<file path="src/rtl/spi_cmd_decoder_pkg.sv">
// Shared definitions for spi_cmd_decoder: opcodes, FSM states, idle MISO marker
// and byte helpers. Defining SPI_CMD_CHECKSUM_EN adds the CHK state.
package spi_cmd_decoder_pkg;

    localparam logic [7:0] OP_NOP         = 8'h00;
    localparam logic [7:0] OP_WRITE_REG   = 8'h01;
    localparam logic [7:0] OP_READ_REG    = 8'h02;
    localparam logic [7:0] OP_WRITE_BLOCK = 8'h03;

    localparam logic [7:0] IDLE_MARKER    = 8'hA5;

    typedef enum logic [2:0] {
        S_IDLE    = 3'd0,
        S_ADDR    = 3'd1,
        S_DATA_HI = 3'd2,
        S_DATA_LO = 3'd3,
        S_RD_HI   = 3'd4,
        S_RD_LO   = 3'd5,
        S_DISCARD = 3'd6
`ifdef SPI_CMD_CHECKSUM_EN
        ,
        S_CHK     = 3'd7
`endif
    } state_t;

    // Error counter increment that sticks at 0xFF.
    function automatic logic [7:0] sat_inc8(input logic [7:0] value);
        logic [7:0] result;
        if (value == 8'hFF) begin
            result = value;
        end else begin
            result = value + 8'd1;
        end
        return result;
    endfunction

    function automatic logic [7:0] cmd_checksum(input logic [7:0] op,
                                                input logic [7:0] addr,
                                                input logic [7:0] hi,
                                                input logic [7:0] lo);
        return op ^ addr ^ hi ^ lo;
    endfunction

endpackage

</file>
<file path="src/rtl/spi_cmd_decoder.sv">
// Byte-level SPI command decoder: turns opcode/address/data frames into register
// strobes and streams read data back. SPI_CMD_CHECKSUM_EN adds a WRITE_REG checksum.
module spi_cmd_decoder
    import spi_cmd_decoder_pkg::*;
#(
    parameter int ADDR_W = 8,
    parameter int DATA_W = 16
) (
    input  logic              clk,
    input  logic              reset,
    input  logic [7:0]        rx_byte,
    input  logic              rx_valid,
    input  logic              frame_active,
    output logic [7:0]        tx_byte,
    output logic              reg_wr_en,
    output logic              reg_rd_en,
    output logic [ADDR_W-1:0] reg_addr,
    output logic [DATA_W-1:0] reg_wr_data,
    input  logic [DATA_W-1:0] reg_rd_data,
    output logic [7:0]        err_count
);

    localparam logic [ADDR_W-1:0] PTR_ONE = ADDR_W'(1);

    state_t            state_r, state_s;
    logic [7:0]        opcode_r, opcode_s;
    logic [ADDR_W-1:0] ptr_r, ptr_s;
    logic [7:0]        hi_r, hi_s;
    logic              rd_pend_r;
    logic [DATA_W-1:0] rd_data_r, rd_data_s;
    logic              wr_en_s, rd_en_s;
    logic [ADDR_W-1:0] addr_s;
    logic [DATA_W-1:0] wr_data_s;
    logic [7:0]        tx_s, err_s;
`ifdef SPI_CMD_CHECKSUM_EN
    logic [7:0]        lo_r, lo_s;
    logic [7:0]        addr_byte_r, addr_byte_s;
`endif

    // Next-state and next-output decode for one received byte or a frame end.
    always_comb begin
        state_s   = state_r;
        opcode_s  = opcode_r;
        ptr_s     = ptr_r;
        hi_s      = hi_r;
        wr_en_s   = 1'b0;
        rd_en_s   = 1'b0;
        addr_s    = reg_addr;
        wr_data_s = reg_wr_data;
        err_s     = err_count;
`ifdef SPI_CMD_CHECKSUM_EN
        lo_s        = lo_r;
        addr_byte_s = addr_byte_r;
`endif
        // Read data arrives one cycle after the strobe; capture it then.
        if (rd_pend_r) begin
            rd_data_s = reg_rd_data;
        end else begin
            rd_data_s = rd_data_r;
        end

        if (!frame_active) begin
            state_s = S_IDLE;
            case (state_r)
                S_DATA_LO: err_s = sat_inc8(err_count);
`ifdef SPI_CMD_CHECKSUM_EN
                S_CHK:     err_s = sat_inc8(err_count);
`endif
                default:   err_s = err_count;
            endcase
        end else if (rx_valid) begin
            case (state_r)
                S_IDLE: begin
                    opcode_s = rx_byte;
                    case (rx_byte)
                        OP_WRITE_REG, OP_READ_REG, OP_WRITE_BLOCK: state_s = S_ADDR;
                        OP_NOP:  state_s = S_DISCARD;
                        default: begin
                            state_s = S_DISCARD;
                            err_s   = sat_inc8(err_count);
                        end
                    endcase
                end
                S_ADDR: begin
                    ptr_s = rx_byte[ADDR_W-1:0];
`ifdef SPI_CMD_CHECKSUM_EN
                    addr_byte_s = rx_byte;
`endif
                    if (opcode_r == OP_READ_REG) begin
                        state_s = S_RD_HI;
                        rd_en_s = 1'b1;
                        addr_s  = rx_byte[ADDR_W-1:0];
                    end else begin
                        state_s = S_DATA_HI;
                    end
                end
                S_DATA_HI: begin
                    hi_s    = rx_byte;
                    state_s = S_DATA_LO;
                end
                S_DATA_LO: begin
`ifdef SPI_CMD_CHECKSUM_EN
                    if (opcode_r == OP_WRITE_REG) begin
                        lo_s    = rx_byte;
                        state_s = S_CHK;
                    end else begin
                        wr_en_s   = 1'b1;
                        addr_s    = ptr_r;
                        wr_data_s = {hi_r, rx_byte};
                        ptr_s     = ptr_r + PTR_ONE;
                        state_s   = S_DATA_HI;
                    end
`else
                    wr_en_s   = 1'b1;
                    addr_s    = ptr_r;
                    wr_data_s = {hi_r, rx_byte};
                    ptr_s     = ptr_r + PTR_ONE;
                    if (opcode_r == OP_WRITE_BLOCK) begin
                        state_s = S_DATA_HI;
                    end else begin
                        state_s = S_DISCARD;
                    end
`endif
                end
`ifdef SPI_CMD_CHECKSUM_EN
                S_CHK: begin
                    state_s = S_DISCARD;
                    if (rx_byte == cmd_checksum(opcode_r, addr_byte_r, hi_r, lo_r)) begin
                        wr_en_s   = 1'b1;
                        addr_s    = ptr_r;
                        wr_data_s = {hi_r, lo_r};
                        ptr_s     = ptr_r + PTR_ONE;
                    end else begin
                        err_s = sat_inc8(err_count);
                    end
                end
`endif
                S_RD_HI: state_s = S_RD_LO;
                S_RD_LO: begin
                    ptr_s   = ptr_r + PTR_ONE;
                    rd_en_s = 1'b1;
                    addr_s  = ptr_r + PTR_ONE;
                    state_s = S_RD_HI;
                end
                S_DISCARD: state_s = S_DISCARD;
                default:   state_s = S_IDLE;
            endcase
        end else begin
            state_s = state_r;
        end

        case (state_s)
            S_RD_HI: tx_s = rd_data_s[15:8];
            S_RD_LO: tx_s = rd_data_s[7:0];
            default: tx_s = IDLE_MARKER;
        endcase
    end

    // FSM state register.
    always_ff @(posedge clk) begin
        if (reset) begin
            state_r <= S_IDLE;
        end else begin
            state_r <= state_s;
        end
    end

    // Datapath registers and registered outputs.
    always_ff @(posedge clk) begin
        if (reset) begin
            opcode_r    <= 8'h00;
            ptr_r       <= '0;
            hi_r        <= 8'h00;
            rd_pend_r   <= 1'b0;
            rd_data_r   <= '0;
            reg_wr_en   <= 1'b0;
            reg_rd_en   <= 1'b0;
            reg_addr    <= '0;
            reg_wr_data <= '0;
            tx_byte     <= IDLE_MARKER;
            err_count   <= 8'h00;
`ifdef SPI_CMD_CHECKSUM_EN
            lo_r        <= 8'h00;
            addr_byte_r <= 8'h00;
`endif
        end else begin
            opcode_r    <= opcode_s;
            ptr_r       <= ptr_s;
            hi_r        <= hi_s;
            rd_pend_r   <= reg_rd_en;
            rd_data_r   <= rd_data_s;
            reg_wr_en   <= wr_en_s;
            reg_rd_en   <= rd_en_s;
            reg_addr    <= addr_s;
            reg_wr_data <= wr_data_s;
            tx_byte     <= tx_s;
            err_count   <= err_s;
`ifdef SPI_CMD_CHECKSUM_EN
            lo_r        <= lo_s;
            addr_byte_r <= addr_byte_s;
`endif
        end
    end

endmodule
</file>
<file path="config.mk">
export PLATFORM = sky130hd
export DESIGN_NAME = spi_cmd_decoder
export DESIGN_NICKNAME = d
export VERILOG_FILES = /design/src/rtl/spi_cmd_decoder_pkg.sv /design/src/rtl/spi_cmd_decoder.sv
export SDC_FILE = /design/constraint.sdc
export NUM_CORES = 1
export LEC_CHECK = 0
export CORE_ASPECT_RATIO = 1.4
export CORE_MARGIN = 2
export CORE_UTILIZATION = 55
export DETAILED_ROUTE_END_ITERATION = 8
export MAX_ROUTING_LAYER = met4
export PLACE_DENSITY = 0.93
export SETUP_SLACK_MARGIN = 0.02
export SLEW_MARGIN = 20
export SYNTH_ARGS = -nofsm -noshare
export SYNTH_HDL_FRONTEND = slang
export SYNTH_SLANG_ARGS = --single-unit
</file>
<file path="constraint.sdc">
create_clock -name clk -period 4.55 [get_ports clk]
set_input_delay 0.455 -clock clk [delete_from_list [all_inputs] [get_ports clk]]
set_output_delay 0.455 -clock clk [all_outputs]
set_load 0.01 [all_outputs]
</file>
=== Word level (Yosys, flattened, before mapping) ===
Cells that the tools add are included.

* Bits in registers: 86
* Input bits: 28
* Output and inout bits: 42
* Word-level logic and storage cells: 69

* $add $sub $neg: 2
* Equal/unequal tests: 18
* Mux-type cells: 20
* Bitwise gates (word level): 2
* Reductions and logical operators: 15

{| class="wikitable"
|+ Operator list
! cell !! number
|-
| 8-bit two-way mux || 7
|-
| 8-bit by 2-bit equality test with 1-bit output, second input constant || 4
|-
| 8-bit one-hot mux with 2 select lines || 2
|-
| 8-bit one-hot mux with 3 select lines || 1
|-
| 3-bit one-hot mux with 7 select lines || 1
|-
| 8-bit by 1-bit adder with 8-bit output, second input constant || 2
|-
| 16-bit two-way mux || 1
|-
| 3-bit equality test, second input constant || 5
|-
| 3-bit two-way mux || 5
|-
| 3-bit AND reduction || 4
|-
| 8-bit by 1-bit equality test with 1-bit output, second input constant || 1
|-
| 8-bit equality test, second input constant || 1
|-
| 8-bit logical NOT || 1
|-
| 4-bit AND reduction || 2
|-
| 3-bit by 2-bit equality test with 1-bit output, second input constant || 2
|-
| 2-bit inequality test, second input constant || 3
|-
| 3-bit OR reduction || 2
|-
| 2-bit nonzero test || 2
|-
| 4-bit OR reduction || 1
|-
| 3-bit by 1-bit equality test with 1-bit output, second input constant || 1
|-
| 3-bit logical NOT || 1
|-
| 3-bit nonzero test || 1
|-
| 1-bit two-way mux || 2
|-
| 2-bit by 1-bit inequality test with 1-bit output, second input constant || 1
|-
| 3 further kinds || 4
|}

=== Logic depth before layout (Yosys ltp) ===
Gate-level depths: netlist of the first run.

* Depth after elaboration: 8
* Depth in mapped cells: 8

=== Worst setup path before layout of the first run ===
No wires, ideal clock.

* Path type: in2reg
* Start point: input port rx_byte[0]
* End point: register tx_byte[0]
* Library setup time: 0.060 ns
* Arrival: 1.847 ns
* Required time: 4.490 ns
* Path slack: 2.642 ns
* Cell stages on the path: 6
* Cell sequence: clkbuf_2 -> or2_0 -> and3_4 -> a31oi_2 -> mux2_2 -> nand2_1

* Cells in the longest elaborated chain, start to end: 8
* Elaborated cells between the ends (all ways): 11
* Classes of those cells: 5 x eq/ne; 5 x mux; 1 x reduce/logical

{| class="wikitable"
|+ Ends and longest elaborated chain
! element !! line !! source
|-
| from (decl) || spi_cmd_decoder.sv:11 || <nowiki>input logic [7:0] rx_byte,</nowiki>
|-
| 8-bit by 1-bit equality test with 1-bit output / 8-bit by 2-bit equality test with 1-bit output (equally long branches) || spi_cmd_decoder.sv:75 || <nowiki>case (rx_byte)</nowiki>
|-
| 3-bit OR reduction * || - ||
|-
| 3-bit two-way mux * || spi_cmd_decoder.sv:75 ||
|-
| 3-bit one-hot mux with 7 select lines * || spi_cmd_decoder.sv:72 || <nowiki>case (state_r)</nowiki>
|-
| 3-bit two-way mux * || spi_cmd_decoder.sv:71 || <nowiki>end else if (rx_valid) begin</nowiki>
|-
| 3-bit two-way mux * || spi_cmd_decoder.sv:62 || <nowiki>if (!frame_active) begin</nowiki>
|-
| 3-bit equality test || spi_cmd_decoder.sv:152 || <nowiki>case (state_s)</nowiki>
|-
| 8-bit one-hot mux with 2 select lines * || spi_cmd_decoder.sv:152 ||
|-
| to (signal assigned) || spi_cmd_decoder.sv:196 || <nowiki>tx_byte <= tx_s;</nowiki>
|-
| to (decl) || spi_cmd_decoder.sv:14 || <nowiki>output logic [7:0] tx_byte,</nowiki>
|}

Mark *: on every way between the ends. The rest lies on a longest branch, timed or not.
A chain may end at the register's enable or synchronous reset.

=== Final worst setup path of the first run ===
* Start point: register state_r[0]
* End point: register reg_addr[2]

* Cells in the longest elaborated chain, start to end: 3
* Elaborated cells between the ends (all ways): 7
* Classes of those cells: 4 x eq/ne; 1 x mux; 2 x reduce/logical

{| class="wikitable"
|+ Ends and longest elaborated chain
! element !! line !! source
|-
| from (decl) || spi_cmd_decoder.sv:25 || <nowiki>state_t state_r, state_s;</nowiki>
|-
| from (signal assigned) || spi_cmd_decoder.sv:164 || <nowiki>state_r <= state_s;</nowiki>
|-
| 3-bit by 1-bit equality test with 1-bit output (tied with other cells) || spi_cmd_decoder.sv:72 ||
|-
| 2-bit inequality test (no source line) / 3-bit nonzero test (equally long branches) || - ||
|-
| 4-bit AND reduction (no source line) || - ||
|-
| to (signal assigned) || spi_cmd_decoder.sv:194 || <nowiki>reg_addr <= addr_s;</nowiki>
|-
| to (decl) || spi_cmd_decoder.sv:17 || <nowiki>output logic [ADDR_W-1:0] reg_addr,</nowiki>
|}

Several ways; a longest one is shown, not always the timed one.

==> results.json, run 1 <==
{
  "status": "completed",
  "fmax_ghz": 0.343,
  "cts_num_sinks": 86,
  "fin_cells": 604,
  "syn_nets": 482,
  "postPlaceCellArea_sq_mm": 0.00454,
  "floorplan.rows": 36,
  "die-height_um": 103,
  "cts-root-buf": "clkbuf_8",
  "vdd_drop_max_uv": 211,
  "ctsResizeCount": 0,
  "place.gp.congestion": 0.948,
  "die_w_um": 75.0,
  "grt_overflow": 0,
  "grt.met3_usage_pct": 6.01,
  "rsz0062_at_grt": "false",
  "crit_path_end_kind": "register",
  "fin_setup_tns_ns": 0,
  "synth_top_area_cell": "dfxtp_1",
  "hpwl_um": 7000,
  "worstPathArrival_ns": 3.13,
  "ant_nets": 0,
  "track_usage_pct": 29.3,
  "synth_seq_cells": 86,
  "drc": 0,
  "start_util_pct": 56.4,
  "finalPower_w": 0.00155,
  "grt-busiest-layer": "met2",
  "nNetsFinal": 534,
  "cpPeakStageDelay_ns": 0.85,
  "cp_cell_sequence": "nand3_1, nor2_1, o31ai_2, a211oi_1, nor3_1",
  "ctsHtreeMaxLevel": 3,
  "setup_viol": 0,
  "critPathKind": "reg -> reg",
  "grt_util_met2_pct": 46.3,
  "cts_tree": "built",
  "ioPinCount": 70,
  "cp_max_fo": 19,
  "post-route-period-util_pct": 64.1,
  "maxSlewViolCount": 0,
  "grt_antenna_before_repair": 0,
  "hold_class": "reg -> reg",
  "start_kind": "register",
  "final_area_sq_mm": 0.00479,
  "grt_max_degree": 79,
  "holdBufCountCts": 0,
  "synth_edf_count": 0,
  "drv_cap": 0,
  "cts_setup_buffers": 0,
  "cp_top_family": "simple AND/OR/NAND/NOR gates",
  "grt_pass1_wl_um": 16500,
  "layout_common_cells": "86 x dfxtp_1, 69 x nand2_1, 68 x clkdlybuf4s50_1, 49 x nor2_1, 48 x a21oi_1",
  "syn_avg_cell_area_sq_um": 8.59,
  "post-synth-top-area-fraction_pct": 44.3,
  "use_met1_pct": 33.7,
  "wirelength_um": 10300,
  "grt_pass1_vias": 3382,
  "dp_cells": 588,
  "first_pass_iters": 5,
  "clk_pin_slew_ns": 0.08,
  "layout_commonest_cell": "dfxtp_1",
  "cp.required_ns": 4.77,
  "n_antenna_cell": 0,
  "cts_inserted_buffers": 9,
  "synthFlopType": "dfxtp_1",
  "power_density_mw_per_mm2": 323,
  "slew_headroom_pct": 31.5,
  "vias": 3540,
  "cp.buffers_inverters": 0,
  "die_area_sq_mm": 0.00776,
  "n_fill_cell": 553,
  "yosysSeqAreaShare_pct": 44.3,
  "routedWlPerCell_um": 17.0,
  "viasPerCell": 5.86,
  "critPathSlowestCell": "nor2_1",
  "finalHoldViolCount": 0,
  "port_buffers": 69,
  "core_area_sq_mm": 0.00689,
  "area_growth_pct": 23.2,
  "drive_above_1_share_pct": 7.66,
  "ys_types": 66,
  "cts_max_path_buffers": 2,
  "tightest_slew_ns": 1.02,
  "synth_cells": 452,
  "synthArstFlopShare_pct": 0,
  "p_leak_nw": 1.56,
  "insertion_delay_ns": 0.36,
  "drt_iter0_drc": 455,
  "syn_area_sq_mm": 0.00388,
  "finalClockSkew_ns": 0.00707,
  "ys_warn_count": 0,
  "layout_min_cycle_time_ns": 2.92,
  "synth.area.top_cells": "dfxtp_1 44%, mux2i_1 7.7%, nand2_1 6.7%, a21oi_1 6.2%, nor2_1 4.8%"
}
flip-flops by register name, indices dropped and copies added, names as in the netlist:
register and flops:
rd_data_r 16, reg_wr_data 16, err_count 8, hi_r 8, opcode_r 8, ptr_r 8, reg_addr 8, tx_byte 8
state_r 3, rd_pend_r 1, reg_rd_en 1, reg_wr_en 1
per-layer routing:
layer,vias to the layer above,routed length (um)
met5,-,0
met4,0,468
met3,44,514
met2,128,5220
met1,1660,4070
li1,1708,-
final cells by class:
| class | count | area [sq um] | area share (%) |
|---|---|---|---|
| clock inverter | 6 | 109 | 2.27 |
| timing repair buffer | 70 | 693 | 14.5 |
| sequential | 86 | 1720 | 36.0 |
| clock buffer | 10 | 138 | 2.88 |
| multi-input combinational | 334 | 1990 | 41.7 |
| tap | 95 | 119 | 2.48 |
| inverter | 3 | 11.3 | 0.235 |
through the flow:
stage / util, % / worst slack [ns] / hold WS (ns)
after floorplan: - / 2.64 / 0.431
after global placement: 65.8 / 1.66 / 0.439
after detailed placement: 65.8 / 1.55 / 0.446
after CTS: 69.4 / 1.78 / 0.457
after global routing: 69.4 / 1.45 / 0.476
final: 69.4 / 1.63 / 0.454
path summary, 6_finish.rpt:
path / slack [ns] / start / cells after the start / end
setup / recovery: 1.63 / state_r[0] / 5 / reg_addr[2]
hold / removal: 0.45 / reg_wr_data[1] / 2 / reg_wr_data[1]
setup reg to reg: 1.63 / state_r[0] / 5 / reg_addr[2]
hold reg to reg: 0.45 / reg_wr_data[1] / 2 / reg_wr_data[1]
synth_stat cells (6+ instances only):
cell type,instances
dfxtp_1,86
nand2_1,69
nor2_1,50
a21oi_1,48
mux2i_1,30
o21ai_0,19
nand3_1,17
clkbuf_1,16
o31ai_1,7
nand2b_1,6
power breakdown:
group | internal (W) | switching (W)
combinational | 0.0000526 | 0.0000695
clock | 0.000379 | 0.000269
sequential | 0.000761 | 0.0000144
total | 0.00119 | 0.000353
worst reg2reg max path, stage by stage (launching register included):
cell and delay (ns):
dfxtp_1 0.84, nand3_1 0.32, nor2_1 0.85, o31ai_2 0.38, a211oi_1 0.31, nor3_1 0.08
cells by family (layout without fill, tap and decap cells):
group | count (synthesis) | count (layout) | share of synthesized area [%]
simple gates | 183 | 183 | 22.8
xor+xnor | 3 | 3 | 0.677
flops | 86 | 86 | 44.3
mux | 34 | 34 | 8.89
buf+inv | 32 | 89 | 4.38
compound gates | 112 | 112 | 18.3
fa+ha+maj | 2 | 2 | 0.644
No activity file was read; power rests on OpenSTA's default activity.
==> run 2: changes to the inputs <==
CORE_UTILIZATION = 52   (was 55)
PLACE_DENSITY = 0.89   (was 0.93)
clock period = 2.9 ns   (was 4.55 ns; I/O delays follow)
==> run 2 against run 1 <==
Net effect:
- flip-flop and latch count is the same
- non-clock buffer count increased by 12
- routed wire length shrank 4.6%
- core utilization is 3.8 points lower
- largest power group unchanged
- clock skew rose by 0.0033 ns
- register-to-register slack got worse by 1.0 ns
- largest cell class unchanged
- combinational power rose by 65%
- fmax grew 29%
- final cell count rose by 2.3%
- sequential power up 56%
- first-iteration DRC count decreased by 30%
==> results.json, run 2 (synthesis gave the netlist of run 1 again) <==
{
  "start_util_pct": 53.1,
  "ctsHtreeMaxLevel": 3,
  "crit_start": "state_r[2]",
  "grt_pass1_wl_um": 16300,
  "grt_max_degree": 78,
  "finalClockSkew_ns": 0.0103,
  "setup_viol": 0,
  "die-height_um": 106,
  "final_area_sq_mm": 0.00480,
  "grt_overflow": 0,
  "rsz0062_at_grt": "false",
  "port_buffers": 69,
  "clk_pin_slew_ns": 0.08,
  "p_leak_nw": 1.59,
  "fin_util_pct": 65.7,
  "tightest_slew_ns": 0.971,
  "worstPathArrival_ns": 2.55,
  "ctsResizeCount": 0,
  "worst_slack_ns": 0.632,
  "core_area_sq_mm": 0.00731,
  "holdBufCountCts": 0,
  "cts_inserted_buffers": 9,
  "ff2ff_setup_slack_ns": 0.63,
  "drc": 0,
  "hpwl_um": 6970,
  "hold_start": "reset",
  "insertion_delay_ns": 0.36,
  "status": "completed",
  "start_kind": "register",
  "cts_tree": "built",
  "die_w_um": 77.0,
  "grt_antenna_before_repair": 0,
  "postPlaceCellArea_sq_mm": 0.00463,
  "cts_num_sinks": 86,
  "vias": 3579,
  "first_pass_iters": 5,
  "cp_max_fo": 19,
  "die_area_sq_mm": 0.00819,
  "cts-root-buf": "clkbuf_8",
  "routedWlPerCell_um": 15.9,
  "ioPinCount": 70,
  "drt_iter0_drc": 318,
  "crit_path_end_kind": "register",
  "critPathKind": "reg -> reg",
  "grt_pass1_vias": 3505,
  "track_usage_pct": 25.5,
  "drive_above_1_share_pct": 9.40,
  "power_density_mw_per_mm2": 453,
  "vdd_drop_max_uv": 244,
  "finalHoldViolCount": 0,
  "maxSlewViolCount": 0,
  "fmax_ghz": 0.441,
  "layout_min_cycle_time_ns": 2.27,
  "place.gp.congestion": 0.966,
  "post-place-ws_ns": 0.470,
  "largest_registers": "rd_data_r: 16 flops, reg_wr_data: 16 flops",
  "timing.rr.start": "state_r[2]",
  "cp.required_ns": 3.18,
  "viasPerCell": 5.79,
  "layout_commonest_cell": "dfxtp_1",
  "layout_common_cells": "86 x dfxtp_1, 69 x nand2_1, 68 x clkdlybuf4s50_1, 50 x nor2_1, 48 x a21oi_1",
  "ant_nets": 0,
  "area_growth_pct": 23.7,
  "hold_class": "in -> reg",
  "floorplan.rows": 37,
  "fin_setup_tns_ns": 0,
  "post-route-period-util_pct": 78.2,
  "n_antenna_cell": 0,
  "drv_cap": 0,
  "cts_max_path_buffers": 2,
  "hold_slack_ns": 0.263,
  "wirelength_um": 9810,
  "slew_headroom_pct": 35.0,
  "nNetsFinal": 546,
  "cts_setup_buffers": 0
}
## run 2: area by class of cell
| cell class | instances | area, sq um |
|---|---|---|
| clock inverters | 5 | 32.5 |
| repair buffers | 82 | 783 |
| inverters | 3 | 11.3 |
| clock buffers | 11 | 141 |
| multi-input cells | 334 | 1990 |
| flip-flops and latches | 86 | 1720 |
| well taps | 97 | 121 |
| fillers | 627 | 2510 |
## run 2: final timing paths
path                                       end  cells past startpoint
worst max-delay path               reg_addr[5]                      5
worst min-delay path                state_r[0]                      3
worst max register to register     reg_addr[5]                      5
worst min register to register  reg_wr_data[6]                      2
## run 2: where the power goes
group          switching (W)  internal [W]  leakage, nW
Clock               0.000428      0.000335       0.0935
Combinational       0.000111     0.0000896        0.801
Sequential         0.0000166       0.00119        0.695
Total               0.000556       0.00162         1.59
## run 2: layer usage
metal	wire length (um)	track usage, %	up-vias
li1	-	-	1731
met1	4000	29.1	1668
met2	5000	42.4	148
met3	511	5.26	32
met4	295	12.8	0
met5	0	-	-
## run 2: critical path, cell delays in order, from the launching register on
cell	delay (ns)
dfxtp_1	0.54
and2_1	0.37
nor2_1	0.47
o31a_1	0.40
o311ai_0	0.24
a21oi_1	0.18
## run 2: per-stage QoR
stage | power [W] | cells
after floorplan | 0.00135 | 452
after CTS | 0.00219 | 618
after detailed placement | 0.00144 | 602
after global routing | 0.00226 | 618
after global placement | 0.00143 | 602
final | 0.00218 | 618
